===== src/rtl/sd_loader_pkg.sv =====
// Shared types and constants for the SD block loader.
// Latency: n/a (declarations only).
// Backpressure: n/a.
package sd_loader_pkg;

  typedef enum logic [2:0] {
    IDLE = 3'd0,
    AR   = 3'd1,
    R    = 3'd2,
    AW_W = 3'd3,
    B    = 3'd4,
    FIN  = 3'd5
  } LoaderState;

  localparam logic [1:0] AXI_RESP_OKAY   = 2'b00;
  localparam logic [1:0] AXI_RESP_SLVERR = 2'b10;
  localparam logic [3:0] WSTRB_FULL      = 4'hF;

endpackage


===== src/rtl/sd_block_loader.sv =====
// AXI-lite master copying a block of 32-bit words from a source window to a destination window.
// Latency: 4 cycles per word with a zero-wait slave (AR, R, AW/W, B); done one cycle after last B.
// Backpressure: every channel waits indefinitely on its ready/valid; one transaction outstanding.
module sd_block_loader
  import sd_loader_pkg::*;
#(
  parameter int CNT_W = 16
) (
  input  logic             aclk,
  input  logic             aresetn,
  input  logic             start,
  input  logic [31:0]      src_addr,
  input  logic [31:0]      dst_addr,
  input  logic [CNT_W-1:0] word_count,
  output logic             busy,
  output logic             done,
  output logic             error,
  output logic [CNT_W-1:0] words_left,
  output logic [31:0]      m_axil_awaddr,
  output logic [2:0]       m_axil_awprot,
  output logic             m_axil_awvalid,
  input  logic             m_axil_awready,
  output logic [31:0]      m_axil_wdata,
  output logic [3:0]       m_axil_wstrb,
  output logic             m_axil_wvalid,
  input  logic             m_axil_wready,
  input  logic [1:0]       m_axil_bresp,
  input  logic             m_axil_bvalid,
  output logic             m_axil_bready,
  output logic [31:0]      m_axil_araddr,
  output logic [2:0]       m_axil_arprot,
  output logic             m_axil_arvalid,
  input  logic             m_axil_arready,
  input  logic [31:0]      m_axil_rdata,
  input  logic [1:0]       m_axil_rresp,
  input  logic             m_axil_rvalid,
  output logic             m_axil_rready
);

  LoaderState state_q, state_d;

  logic [31:0]      src_q;
  logic [31:0]      dst_q;
  logic [31:0]      data_q;
  logic [CNT_W-1:0] left_q;
  logic             aw_done_q;
  logic             w_done_q;
  logic             err_q;

  logic ar_hs, r_hs, aw_hs, w_hs, b_hs;
  logic bad_r, bad_b, aw_all, w_all, accept;

  // All AXI outputs decode from registered state/flags only, so no ready->valid path exists.
  assign m_axil_arvalid = (state_q == AR);
  assign m_axil_araddr  = src_q;
  assign m_axil_arprot  = 3'b000;
  assign m_axil_rready  = (state_q == R);
  assign m_axil_awvalid = (state_q == AW_W) && !aw_done_q;
  assign m_axil_awaddr  = dst_q;
  assign m_axil_awprot  = 3'b000;
  assign m_axil_wvalid  = (state_q == AW_W) && !w_done_q;
  assign m_axil_wdata   = data_q;
  assign m_axil_wstrb   = WSTRB_FULL;
  assign m_axil_bready  = (state_q == B);

  assign busy       = (state_q == AR) || (state_q == R) || (state_q == AW_W) || (state_q == B);
  assign done       = (state_q == FIN);
  assign error      = err_q;
  assign words_left = left_q;

  assign ar_hs  = m_axil_arvalid && m_axil_arready;
  assign r_hs   = m_axil_rready && m_axil_rvalid;
  assign aw_hs  = m_axil_awvalid && m_axil_awready;
  assign w_hs   = m_axil_wvalid && m_axil_wready;
  assign b_hs   = m_axil_bready && m_axil_bvalid;
  assign bad_r  = r_hs && (m_axil_rresp != AXI_RESP_OKAY);
  assign bad_b  = b_hs && (m_axil_bresp != AXI_RESP_OKAY);
  // A channel counts as finished if it handshook earlier or is handshaking now.
  assign aw_all = aw_done_q || aw_hs;
  assign w_all  = w_done_q || w_hs;
  assign accept = (state_q == IDLE) && start && (word_count != '0);

  // State register; async reset drops every valid immediately.
  always_ff @(posedge aclk or negedge aresetn) begin
    if (!aresetn) state_q <= IDLE;
    else          state_q <= state_d;
  end

  // Next-state decode; a zero-length start goes straight to FIN so done pulses without busy.
  always_comb begin
    state_d = state_q;
    case (state_q)
      IDLE: if (start) state_d = (word_count == '0) ? FIN : AR;
      AR:   if (ar_hs) state_d = R;
      R:    if (r_hs)  state_d = bad_r ? IDLE : AW_W;
      AW_W: if (aw_all && w_all) state_d = B;
      B: begin
        if (b_hs) begin
          if (bad_b)                    state_d = IDLE;
          else if (left_q == CNT_W'(1)) state_d = FIN;
          else                          state_d = AR;
        end
      end
      FIN:     state_d = IDLE;
      default: state_d = IDLE;
    endcase
  end

  // Datapath: latch the command, capture read data, track AW/W completion, advance per word.
  always_ff @(posedge aclk or negedge aresetn) begin
    if (!aresetn) begin
      src_q     <= '0;
      dst_q     <= '0;
      data_q    <= '0;
      left_q    <= '0;
      aw_done_q <= 1'b0;
      w_done_q  <= 1'b0;
      err_q     <= 1'b0;
    end else begin
      err_q <= bad_r || bad_b;
      if (accept) begin
        src_q  <= {src_addr[31:2], 2'b00};
        dst_q  <= {dst_addr[31:2], 2'b00};
        left_q <= word_count;
      end
      if (r_hs) data_q <= m_axil_rdata;
      if (state_q == AW_W) begin
        if (aw_hs) aw_done_q <= 1'b1;
        if (w_hs)  w_done_q  <= 1'b1;
      end else begin
        aw_done_q <= 1'b0;
        w_done_q  <= 1'b0;
      end
      if (b_hs && !bad_b) begin
        src_q  <= src_q + 32'd4;
        dst_q  <= dst_q + 32'd4;
        left_q <= left_q - CNT_W'(1);
      end
    end
  end

endmodule


===== config.mk =====
export PLATFORM = sky130hd
export DESIGN_NAME = sd_block_loader
export DESIGN_NICKNAME = d
export VERILOG_FILES = /design/src/rtl/sd_loader_pkg.sv /design/src/rtl/sd_block_loader.sv
export SDC_FILE = /design/constraint.sdc
export NUM_CORES = 1
export LEC_CHECK = 0
export ABC_AREA = 0
export CORE_UTILIZATION = 44
export DETAILED_ROUTE_END_ITERATION = 12
export PLACE_DENSITY_LB_ADDON = 0.15
export SLEW_MARGIN = 20
export SYNTH_ARGS = -nofsm -noshare
export SYNTH_HDL_FRONTEND = slang
export SYNTH_SLANG_ARGS = --single-unit

===== constraint.sdc =====
create_clock -name aclk -period 2.5 [get_ports aclk]
set_clock_uncertainty 0.15 [all_clocks]
set_input_delay 0.5 -clock aclk [delete_from_list [all_inputs] [get_ports aclk]]
set_output_delay 0.5 -clock aclk [all_outputs]
set_load 0.05 [all_outputs]

==> reports/metrics.csv <==
metric,value,unit
status,"finished, final reports clean",
clock_sinks,114,
cts_tree,yes,
cell_internal_pwr,0.00741,W
clkTransAtPathRegs,0.05,ns
cts-root-buf,clkbuf_16,
leakagePower,3.96,nW
area_growth,60.0,%
dieHeight,120,um
cp_num_buf_inv,1,
synth_top_area_frac,0.467,
arrival,1.79,ns
rr_startpoint,state_q[1],
crit_family,buffers and inverters,
p_comb_frac,0.554,
antenna_found_initial,0,
crit_chain,clkdlybuf4s50_1,
setup_violations,0,
gr-usage-all-layers,0.285,
ff2ff_path_depth,7,
drt_first_pass_iters,6,
via_per_inst,5.79,
min_period,2.44,ns
seq_area,0.00285,mm2
grt_max_degree,43,
ys_seq_area_frac,0.467,
hold_violations,0,
switching_share,0.486,
synth_area_leaders,"dfrtp_1, mux2_2, nand2_1, nor2_1, o211ai_1",
end_kind,output port,
rrSetupSlack,0.24,ns
worstHoldPathType,register to register,
crit_slowest_cell,clkdlybuf4s50_1,
n_fill_cell,1003,
synth-edff-count,0,
syn_area_per_cell,9.49,um2
grt_pass1_vias,6311,
dp_cells,1086,
grt_pass1_wl,32.1,mm
cap_violations,0,
totalWireLength,20.0,mm
synthCells,644,
yosys_most_used_dff,dfrtp_1,
whs,0.356,ns
overflow,0,
placed_area,0.00908,mm2
antenna_left,0,
drt_iter0_drc,411,
cts_buffers,17,
switching_power,0.00700,W
r2r_end,m_axil_awaddr[7],
maxSlewViolCount,0,
criticalPathCategory,register to output port,
startpoint_type,register,
h-tree-depth,4,
portBuffers,235,
finalCritPeriodShare,0.978,
whs_path_depth,1,
synth-warning-count,0,
layout-drive-gt1-share,0.167,
clock_path_buffers,2,
syn_area,0.00611,mm2
vdd_ir_drop_max,0.881,mV
power_density,1470,mW/mm2
holdCritStartpoint,m_axil_wdata[0],
hpwl,14.7,mm
synth-async-reset-ratio,1.00,
slew_headroom,0.552,
rsz0062_at_grt,true,
vias,6484,
fmax,409,MHz
critPathMaxStageDelay,0.86,ns
antenna_cells,0,
synth_most_common_cell,dfrtp_1,
routedWlPerCell,17.8,um
hold_end,m_axil_wdata[0],
drc,0,
core_area,0.0134,mm2
crit_start,words_left[5],
yosys.area.top_type,dfrtp_1,
required,1.85,ns
tightestPinTransition,0.667,ns
clockPowerShare,0.186,
ys_ff_latch,114,
p_total,0.0144,W
clk_latency,0.41,ns
stdcell_count,1120,
die_area,0.0144,mm2
synth.distinct_cells,63,
die_x,120,um
finalNetCount,1059,
multi_input_area,0.00305,mm2
place_ws,-0.423,ns
finalWeightedCongestion,0.933,
rows,42,
design_area,0.00978,mm2
power_frac_seq,0.260,
ios,254,
initial_core_util,0.456,
crit_fanout,8,
synth_common_cells,"dfrtp_1, nand2_1, nor2_1",
fin_ws,0.0555,ns
==> sequential cells by signal, summed over array words and instances, names as in the netlist <==
signal	flops
w_done_q	1
state_q	3
aw_done_q	1
m_axil_wdata	32
m_axil_araddr	30
error	1
words_left	16
m_axil_awaddr	30
==> layer usage <==
metal | global-route usage | vias to the layer above | wire (um)
li1 | - | 2989 | -
met1 | 0.360 | 3090 | 8200
met2 | 0.477 | 366 | 9720
met3 | 0.0741 | 39 | 1700
met4 | 0.0914 | 0 | 340
met5 | 0 | - | 0
==> cell families (layout without fill, tap and decap cells) <==
family                   count (synthesis)  in the layout  synth area share
buffers and inverters                   57            345            0.0471
adder cells (fa/ha/maj)                  4              4           0.00819
flip-flops                             114            114             0.467
other                                    2             14           0.00123
XOR/XNOR                                 3              3           0.00430
AND/OR/NAND/NOR                        280            280             0.238
AO/OA/AOI/OAI                          150            150             0.172
multiplexers                            34             34            0.0622
==> power by group through the flow <==
stage	Sequential [W]	Combinational (W)	Clock, W
2_1_floorplan	0.00651	0.00221	0
3_3_place_gp	0.00365	0.00785	0
3_5_place_dp	0.00372	0.00798	0
4_1_cts	0.00372	0.00801	0.00272
5_1_grt	0.00388	0.00838	0.00283
6_report	0.00374	0.00799	0.00268
==> per-stage QoR <==
| stage | util | TNS (ns) |
|---|---|---|
| 4_1_cts | 0.728 | 0 |
| 5_1_grt | 0.730 | -0.00618 |
| 2_1_floorplan | - | 0 |
| 3_3_place_gp | 0.678 | -13.78 |
| 6_report | 0.730 | 0 |
| 3_5_place_dp | 0.678 | -16.80 |
==> placed cells by master (no fill, tap or decap), drive strengths merged, types with 3 or more instances in the layout <==
| cell type | n |
|---|---|
| nand3 | 33 |
| buf | 76 |
| nand2 | 72 |
| and4 | 6 |
| o22a | 3 |
| nor2b | 3 |
| a31oi | 8 |
| bufinv | 5 |
| or4 | 3 |
| clkbuf | 17 |
| clkdlybuf4s50 | 227 |
| clkinv | 5 |
| conb | 14 |
| a211oi | 13 |
| a311oi | 7 |
| a221o | 8 |
| and3 | 14 |
| and2 | 9 |
| dfrtp | 114 |
| nor2 | 57 |
| nor4 | 14 |
| ha | 4 |
| o22ai | 8 |
| or2 | 3 |
| nor3 | 26 |
| mux2 | 32 |
| o211ai | 25 |
| a21oi | 21 |
| o21ai | 28 |
| inv | 12 |
| nand4 | 24 |
| or3 | 6 |
| o311ai | 8 |
| nor3b | 4 |
==> how the worst max path moves through the flow <==
stage	endpoint	slack (ns)	depth (start not counted)
5_1_grt	words_left[14]	-0.006	7
4_1_cts	m_axil_araddr[21]	0.01	7
3_3_place_gp	m_axil_araddr[21]	-0.36	7
3_5_place_dp	m_axil_araddr[17]	-0.42	7
6_report	words_left[5]	0.06	1
2_1_floorplan	m_axil_araddr[7]	0.006	9
==> timing repair <==
item                       in CTS  in global routing
hold buffers                    1                  0
setup endpoints to repair       0                 12
hold endpoints to repair       32                  0
buffers inserted                0                  1
gates resized for setup         0                  6
==> cell type report <==
class | count | share of cell area
Tap cell | 176 | 0.0225
Clock buffer | 17 | 0.0435
Multi-Input combinational cell | 485 | 0.312
Sequential cell | 114 | 0.292
Timing Repair Buffer | 304 | 0.303
Clock inverter | 15 | 0.0237
Inverter | 9 | 0.00346
(Power assumes the default switching activity.)
